$ cat config.mk
export PLATFORM = sky130hd
export DESIGN_NAME = cci_mpf_quiesce_ctrl_flat
export DESIGN_NICKNAME = d
export VERILOG_FILES = /design/src/rtl/cci_mpf_quiesce_pkg.sv /design/src/rtl/cci_mpf_quiesce_ctrl_if.sv /design/src/rtl/cci_mpf_prim_wdog.sv /design/src/rtl/cci_mpf_quiesce_ctrl.sv /design/src/flat_wrapper.sv
export SDC_FILE = /design/constraint.sdc
export NUM_CORES = 1
export LEC_CHECK = 0
export BUFFER_PORTS_ARGS = -buffer_cell sky130_fd_sc_hd__buf_4
export CORE_UTILIZATION = 46
export CTS_CLUSTER_DIAMETER = 60
export DETAILED_ROUTE_END_ITERATION = 7
export HOLD_SLACK_MARGIN = 0.08
export PLACE_DENSITY_LB_ADDON = 0.15
export SLEW_MARGIN = 20
export SYNTH_ARGS = -nofsm -noshare
export SYNTH_HDL_FRONTEND = slang
export SYNTH_SLANG_ARGS = --single-unit
$ cat constraint.sdc
create_clock -name clk -period 1.9 [get_ports clk]
set_input_delay 0.38 -clock clk [delete_from_list [all_inputs] [get_ports clk]]
set_output_delay 0.38 -clock clk [all_outputs]
set_load 0.05 [all_outputs]
$ cat src/rtl/cci_mpf_quiesce_pkg.sv
// Shared types and defaults for the AFU-side quiesce (drain) sequencer.
package cci_mpf_quiesce_pkg;

  localparam int unsigned QUIESCE_STABLE_CYCLES_DFLT  = 4;
  localparam int unsigned QUIESCE_TIMEOUT_CYCLES_DFLT = 65536;
  localparam logic [15:0] QUIESCE_FENCE_MDATA_DFLT    = 16'hFE5C;

  typedef enum logic [2:0] {
    IDLE,
    BLOCK,
    FENCE,
    WAIT_RSP,
    WAIT_EMPTY,
    DONE
  } t_quiesce_state;

  // Width helper behind the t_stable_cnt / t_wdog_cnt typedefs: enough bits to hold
  // max_val itself, so a counter can sit at its terminal value without wrapping.
  function automatic int unsigned quiesce_cnt_width(input int unsigned max_val);
    return $clog2(max_val + 1);
  endfunction

endpackage

$ cat src/rtl/cci_mpf_quiesce_ctrl_if.sv
// Drain control, AFU issue monitor, c1 fence path and channel-occupancy signals.
// master: the drain requester / shim side; slave: the quiesce controller.
interface cci_mpf_quiesce_ctrl_if;

  logic        drain_req;
  logic        drain_busy;
  logic        drain_done;
  logic        drain_timeout;
  logic        afu_issue_block;
  logic        afu_c0_req_valid;
  logic        afu_c1_req_valid;
  logic        issue_violation;
  logic        c1TxAlmFull;
  logic        c1_wrfence_valid;
  logic [15:0] c1_wrfence_mdata;
  logic        c1_fence_rsp;
  logic [15:0] c1_rsp_mdata;
  logic        c0NotEmpty;
  logic        c1NotEmpty;

  modport master (
    output drain_req,
    input  drain_busy,
    input  drain_done,
    input  drain_timeout,
    input  afu_issue_block,
    output afu_c0_req_valid,
    output afu_c1_req_valid,
    input  issue_violation,
    output c1TxAlmFull,
    input  c1_wrfence_valid,
    input  c1_wrfence_mdata,
    output c1_fence_rsp,
    output c1_rsp_mdata,
    output c0NotEmpty,
    output c1NotEmpty
  );

  modport slave (
    input  drain_req,
    output drain_busy,
    output drain_done,
    output drain_timeout,
    output afu_issue_block,
    input  afu_c0_req_valid,
    input  afu_c1_req_valid,
    output issue_violation,
    input  c1TxAlmFull,
    output c1_wrfence_valid,
    output c1_wrfence_mdata,
    input  c1_fence_rsp,
    input  c1_rsp_mdata,
    input  c0NotEmpty,
    input  c1NotEmpty
  );

endinterface

$ cat src/rtl/cci_mpf_prim_wdog.sv
// Loadable down-counter watchdog. expire_o flags the enabled cycle in which the count
// steps from 1 to 0; the count then parks at 0 until reloaded.
module cci_mpf_prim_wdog #(
  parameter int unsigned Width = 17
) (
  input  logic             clk,
  input  logic             reset,
  input  logic             load_i,
  input  logic [Width-1:0] load_val_i,
  input  logic             en_i,
  output logic             expire_o
);

  logic [Width-1:0] cnt_q, cnt_d;

  // Next count: load has priority, otherwise decrement while enabled, never wrap.
  always_comb begin
    cnt_d = cnt_q;
    if (load_i) begin
      cnt_d = load_val_i;
    end else if (en_i && (cnt_q != '0)) begin
      cnt_d = cnt_q - 1'b1;
    end
  end

  assign expire_o = en_i && !load_i && (cnt_q == Width'(1));

  // Count register, synchronous reset.
  always_ff @(posedge clk) begin
    if (reset) begin
      cnt_q <= '0;
    end else begin
      cnt_q <= cnt_d;
    end
  end

endmodule

$ cat src/rtl/cci_mpf_quiesce_ctrl.sv
// AFU-side drain sequencer: blocks AFU issue, sends one c1 write fence, waits for its
// tagged response and for both channels to stay empty, then reports done. A watchdog
// aborts a stuck sequence.
module cci_mpf_quiesce_ctrl
  import cci_mpf_quiesce_pkg::*;
#(
  parameter int unsigned STABLE_CYCLES  = QUIESCE_STABLE_CYCLES_DFLT,
  parameter int unsigned TIMEOUT_CYCLES = QUIESCE_TIMEOUT_CYCLES_DFLT,
  parameter logic [15:0] FENCE_MDATA    = QUIESCE_FENCE_MDATA_DFLT
) (
  input logic                   clk,
  input logic                   reset,
  cci_mpf_quiesce_ctrl_if.slave bus
);

  localparam int unsigned StableW = quiesce_cnt_width(STABLE_CYCLES);
  localparam int unsigned WdogW   = quiesce_cnt_width(TIMEOUT_CYCLES);

  typedef logic [StableW-1:0] t_stable_cnt;
  typedef logic [WdogW-1:0]   t_wdog_cnt;

  localparam t_stable_cnt StableLast = t_stable_cnt'(STABLE_CYCLES - 1);
  localparam t_stable_cnt StableMax  = t_stable_cnt'(STABLE_CYCLES);
  localparam t_wdog_cnt   WdogLoad   = t_wdog_cnt'(TIMEOUT_CYCLES);

  t_quiesce_state state_q, state_d;
  t_stable_cnt    stable_q, stable_d;

  logic busy_q, busy_d;
  logic block_q, block_d;
  logic done_q, done_d;
  logic timeout_q, timeout_d;
  logic fence_q, fence_d;
  logic viol_q, viol_d;

  logic accept;
  logic rsp_match;
  logic all_empty;
  logic wdog_en;
  logic wdog_expire;
  logic abort;

  assign accept    = (state_q == IDLE) && bus.drain_req;
  assign rsp_match = bus.c1_fence_rsp && (bus.c1_rsp_mdata == FENCE_MDATA);
  assign all_empty = !bus.c0NotEmpty && !bus.c1NotEmpty;
  assign wdog_en   = (state_q != IDLE);

  cci_mpf_prim_wdog #(
    .Width (WdogW)
  ) u_wdog (
    .clk        (clk),
    .reset      (reset),
    .load_i     (accept),
    .load_val_i (WdogLoad),
    .en_i       (wdog_en),
    .expire_o   (wdog_expire)
  );

  // State register plus registered outputs.
  always_ff @(posedge clk) begin
    if (reset) begin
      state_q   <= IDLE;
      stable_q  <= '0;
      busy_q    <= 1'b0;
      block_q   <= 1'b0;
      done_q    <= 1'b0;
      timeout_q <= 1'b0;
      fence_q   <= 1'b0;
      viol_q    <= 1'b0;
    end else begin
      state_q   <= state_d;
      stable_q  <= stable_d;
      busy_q    <= busy_d;
      block_q   <= block_d;
      done_q    <= done_d;
      timeout_q <= timeout_d;
      fence_q   <= fence_d;
      viol_q    <= viol_d;
    end
  end

  // Next-state logic; watchdog expiry aborts unless the drain is completing anyway.
  always_comb begin
    state_d = state_q;
    abort   = 1'b0;
    unique case (state_q)
      IDLE:       if (bus.drain_req) state_d = BLOCK;
      // One cycle so a request issued alongside acceptance shows up in NotEmpty.
      BLOCK:      state_d = FENCE;
      FENCE:      if (!bus.c1TxAlmFull) state_d = WAIT_RSP;
      WAIT_RSP:   if (rsp_match) state_d = WAIT_EMPTY;
      WAIT_EMPTY: if (all_empty && (stable_q == StableLast)) state_d = DONE;
      DONE:       state_d = IDLE;
      default:    state_d = IDLE;
    endcase
    if (wdog_expire && (state_q != DONE) && (state_d != DONE)) begin
      abort   = 1'b1;
      state_d = IDLE;
    end
  end

  // Stable-empty counter: runs only in WAIT_EMPTY, so it is zero on entry; saturates.
  always_comb begin
    stable_d = '0;
    if ((state_q == WAIT_EMPTY) && all_empty) begin
      stable_d = (stable_q == StableMax) ? stable_q : stable_q + 1'b1;
    end
  end

  // Output next values, registered alongside the state.
  always_comb begin
    busy_d    = (state_d != IDLE);
    block_d   = (state_d != IDLE);
    done_d    = (state_d == DONE);
    timeout_d = abort;
    fence_d   = (state_q == FENCE) && (state_d == WAIT_RSP);
    viol_d    = accept ? 1'b0
              : (viol_q | (block_q & (bus.afu_c0_req_valid | bus.afu_c1_req_valid)));
  end

  assign bus.drain_busy       = busy_q;
  assign bus.afu_issue_block  = block_q;
  assign bus.drain_done       = done_q;
  assign bus.drain_timeout    = timeout_q;
  assign bus.c1_wrfence_valid = fence_q;
  assign bus.c1_wrfence_mdata = FENCE_MDATA;
  assign bus.issue_violation  = viol_q;

endmodule

$ cat src/flat_wrapper.sv
// flat-port wrapper written by rule: the top's interface ports become plain ports
module cci_mpf_quiesce_ctrl_flat import cci_mpf_quiesce_pkg::*;
#(
  parameter int unsigned STABLE_CYCLES  = QUIESCE_STABLE_CYCLES_DFLT,
  parameter int unsigned TIMEOUT_CYCLES = QUIESCE_TIMEOUT_CYCLES_DFLT,
  parameter logic [15:0] FENCE_MDATA    = QUIESCE_FENCE_MDATA_DFLT
)
  (clk, reset, bus_drain_req, bus_drain_busy, bus_drain_done, bus_drain_timeout, bus_afu_issue_block, bus_afu_c0_req_valid, bus_afu_c1_req_valid, bus_issue_violation, bus_c1TxAlmFull, bus_c1_wrfence_valid, bus_c1_wrfence_mdata, bus_c1_fence_rsp, bus_c1_rsp_mdata, bus_c0NotEmpty, bus_c1NotEmpty);
  cci_mpf_quiesce_ctrl_if bus_i ();
  input logic clk;
  input logic reset;
  input wire logic [$bits(bus_i.drain_req)-1:0] bus_drain_req;
  output wire logic [$bits(bus_i.drain_busy)-1:0] bus_drain_busy;
  output wire logic [$bits(bus_i.drain_done)-1:0] bus_drain_done;
  output wire logic [$bits(bus_i.drain_timeout)-1:0] bus_drain_timeout;
  output wire logic [$bits(bus_i.afu_issue_block)-1:0] bus_afu_issue_block;
  input wire logic [$bits(bus_i.afu_c0_req_valid)-1:0] bus_afu_c0_req_valid;
  input wire logic [$bits(bus_i.afu_c1_req_valid)-1:0] bus_afu_c1_req_valid;
  output wire logic [$bits(bus_i.issue_violation)-1:0] bus_issue_violation;
  input wire logic [$bits(bus_i.c1TxAlmFull)-1:0] bus_c1TxAlmFull;
  output wire logic [$bits(bus_i.c1_wrfence_valid)-1:0] bus_c1_wrfence_valid;
  output wire logic [$bits(bus_i.c1_wrfence_mdata)-1:0] bus_c1_wrfence_mdata;
  input wire logic [$bits(bus_i.c1_fence_rsp)-1:0] bus_c1_fence_rsp;
  input wire logic [$bits(bus_i.c1_rsp_mdata)-1:0] bus_c1_rsp_mdata;
  input wire logic [$bits(bus_i.c0NotEmpty)-1:0] bus_c0NotEmpty;
  input wire logic [$bits(bus_i.c1NotEmpty)-1:0] bus_c1NotEmpty;
  assign bus_i.drain_req = bus_drain_req;
  assign bus_drain_busy = bus_i.drain_busy;
  assign bus_drain_done = bus_i.drain_done;
  assign bus_drain_timeout = bus_i.drain_timeout;
  assign bus_afu_issue_block = bus_i.afu_issue_block;
  assign bus_i.afu_c0_req_valid = bus_afu_c0_req_valid;
  assign bus_i.afu_c1_req_valid = bus_afu_c1_req_valid;
  assign bus_issue_violation = bus_i.issue_violation;
  assign bus_i.c1TxAlmFull = bus_c1TxAlmFull;
  assign bus_c1_wrfence_valid = bus_i.c1_wrfence_valid;
  assign bus_c1_wrfence_mdata = bus_i.c1_wrfence_mdata;
  assign bus_i.c1_fence_rsp = bus_c1_fence_rsp;
  assign bus_i.c1_rsp_mdata = bus_c1_rsp_mdata;
  assign bus_i.c0NotEmpty = bus_c0NotEmpty;
  assign bus_i.c1NotEmpty = bus_c1NotEmpty;
  cci_mpf_quiesce_ctrl #(.STABLE_CYCLES(STABLE_CYCLES), .TIMEOUT_CYCLES(TIMEOUT_CYCLES), .FENCE_MDATA(FENCE_MDATA)) u_core (.clk(clk), .reset(reset), .bus(bus_i));
endmodule
==> flow_metrics.env <==
export IMPL_insertion_delay_ns=0.33
export IMPL_wl_per_cell_um=13.10
export IMPL_synthTopCellsByArea="dfxtp_1 (34%), buf_4 (7.8%), a21oi_1 (4.9%)"
export IMPL_crit_required_ns=2.17
export IMPL_crit_type="reg2reg"
export IMPL_dieArea_um2=3798
export IMPL_cts_tree="yes"
export IMPL_hold_path_class="in2reg"
export IMPL_antenna_cells=0
export IMPL_dr_pass1_iters=4
export IMPL_cts_buffers=3
export IMPL_synthesis_area_um2=1635
export IMPL_design_area_um2=2125
export IMPL_seq_area_frac_synth_pct=34.28
export IMPL_finalCritPeriodShare_pct=105.4
export IMPL_finalNetCount=272
export IMPL_final_cell_mix="buf_4 (54), dfxtp_1 (23), conb_1 (16)"
export IMPL_critPathMaxFanout=8
export IMPL_synth_xor_area_share_pct=0.5356
export IMPL_portBuffers=30
export IMPL_route_detailed_drc=0
export IMPL_totalWireLength_um=3760
export IMPL_grt_overflow=0
export IMPL_via_per_inst=5.429
export IMPL_grt_pass1_vias=1281
export IMPL_synth_adder_area_share_pct=3.826
export IMPL_worst_slew_pin_slew_ns=0.8413
export IMPL_synthFlopType="dfxtp_1"
export IMPL_synth_compound_area_share_pct=15.38
export IMPL_muxShareOfSynthArea_pct=1.836
export IMPL_grt_usage_pct=20.02
export IMPL_drtIter0Drc=53
export IMPL_synth_top_area_cell="dfxtp_1"
export IMPL_avgSynthCellArea_um2=8.386
export IMPL_design_core_area_um2=3363
export IMPL_n_fill_cell=300
export IMPL_area_delta_synth_final_pct=29.92
export IMPL_die_x_um=61.63
export IMPL_wl_met2_um=1886
export IMPL_grt_max_degree=16
export IMPL_cts_buffer_depth=2
export IMPL_initial_core_util_pct=48.62
export IMPL_dr_wl_met3_um=150
export IMPL_yosys_area_top_type_share_pct=34.28
export IMPL_cts_root_buffer="clkbuf_4"
export IMPL_drtAntennaViolNets=0
export IMPL_wl_met1_um=1703
export IMPL_arrival_ns=2.28
export IMPL_outcome="finished, violations left"
export IMPL_cts_htree_levels=1
export IMPL_boundaryPins=47
export IMPL_cellPowerDensity_nw_per_um2=1926
export IMPL_synth_async_sr_flop_share_pct=0
export IMPL_holdBufCountCts=0
export IMPL_vias=1558
export IMPL_ys_ff_latch=28
export IMPL_hold_viol=0
export IMPL_vdd_drop_max_mv=1.277
export IMPL_synth_simple_gate_area_share_pct=32.13
export IMPL_power_leakage_uw=0.0008798
export IMPL_violations="setup timing"
export IMPL_multi_input_area_um2=1030
export IMPL_regArea_um2=569.3
export IMPL_placedInstanceArea_um2=2001
export IMPL_clkSlewWorstSetupHoldPaths_ns=0.15
export IMPL_drv_cap=0
export IMPL_setup_slack_ns=-0.1024
export IMPL_drive_above_1_share_pct=36.51
export IMPL_fmax_mhz=499.4
export IMPL_antenna_found_initial=0
export IMPL_grt_setup_unrepaired="true"
export IMPL_reg2reg_slack_ns=-0.10
export IMPL_setup_viol=5
export IMPL_finalCriticalPeriod_ns=2.002
export IMPL_fin_tns_setup_ns=-0.2991
export IMPL_worst_slew_margin_rel_pct=43.12
export IMPL_gp_congestion=0.8726
export IMPL_clock_skew_ns=0.001337
export IMPL_whs_ns=0.2799
export IMPL_row_count=21
export IMPL_synth_distinct_cells=47
export IMPL_synth_edff_count=0
export IMPL_start_kind="flip-flop"
export IMPL_yosysWarnings=0
export IMPL_synth_top_family_by_area="simple AND/OR/NAND/NOR gates"
export IMPL_grt_pass1_wl_um=5582
export IMPL_cts_sinks=28
export IMPL_total_power_uw=4092
export IMPL_final_common_cell="buf_4"
export IMPL_highest_layer="met4"
export IMPL_endpoint_kind="flip-flop"
export IMPL_synthCells=195
export IMPL_final_max_slew_violation_count=0
export IMPL_die_y_um=61.63
export IMPL_dp_hpwl_um=2800
-- path summary, 6_finish.rpt --
check / startpoint / endpoint / cells past startpoint
min: reset / u_core.u_wdog.cnt_q[16] / 2
max reg2reg: u_core.u_wdog.cnt_q[6] / u_core.u_wdog.cnt_q[14] / 4
max: u_core.u_wdog.cnt_q[6] / u_core.u_wdog.cnt_q[14] / 4
min reg2reg: u_core.bus.issue_violation / u_core.bus.issue_violation / 2
-- metrics by stage --
stage | util [%] | instances | worst slack, ns
3_3_place_gp | 59.49 | 282 | -0.1115
4_1_cts | 62.54 | 286 | -0.08101
5_1_grt | 63.17 | 287 | -0.1454
6_report | 63.17 | 287 | -0.1024
3_5_place_dp | 59.49 | 282 | -0.2095
2_1_floorplan | - | 209 | -0.08884
-- timing repair --
action,CTS,global route
pin swaps,5,5
hold endpoints to repair,0,0
gates resized for setup,15,3
setup buffers,0,1
setup endpoints to repair,13,11
-- worst max-delay path: stages, from the launching register on --
cell and delay (ns):
dfxtp_2 0.35, or4_4 0.54, or4_4 0.50, or4_1 0.42, a21oi_1 0.14
-- layout make-up --
| type | instances | share of cell area [%] |
|---|---|---|
| Clock buffer | 4 | 1.708 |
| Timing Repair Buffer | 54 | 19.08 |
| Tap cell | 46 | 2.709 |
| Multi-Input combinational cell | 148 | 48.47 |
| Inverter | 7 | 1.237 |
| Sequential cell | 28 | 26.80 |
-- synth_stat cells (all sizes together), types with 2 or more instances --
master,count
nor3b,3
dfxtp,28
conb,2
or3b,3
nor4,10
a31oi,2
nand2,9
nor4b,4
inv,7
nand4,6
clkbuf,8
nand3,4
or3,8
ha,5
nor2,10
nand3b,2
o31ai,5
o21a,3
o31a,2
or4,9
buf,18
nor3,4
mux2i,3
nor2b,3
o21ai,6
a21oi,16
-- report_power, final --
| group | switching (µW) | internal, µW |
|---|---|---|
| logic | 1460 | 1370 |
| registers | 195 | 770 |
| clock network | 181 | 117 |
-- kinds of logic after synthesis --
family,Yosys count
other cells,2
fa+ha+maj,5
simple gates,83
buf+inv,33
flops,28
compound gates,40
mux,3
xor+xnor,1
-- state kept, by name (all words and copies together), names as in the netlist --
signal,count
u_core.u_wdog.cnt_q,17
u_core.stable_q,3
u_core.state_q,3
u_core.bus.c1_wrfence_valid,1
u_core.bus.drain_busy,1
u_core.bus.drain_done,1
u_core.bus.drain_timeout,1
u_core.bus.issue_violation,1
-- metal layers --
layer  global-route usage, %  vias to the layer above
met1                   25.57                      726
met2                   34.25                       45
li1                        -                      785
met4                   7.302                        0
met3                   2.731                        2
met5                       0                        -
Power figures use the tool's default switching activity.
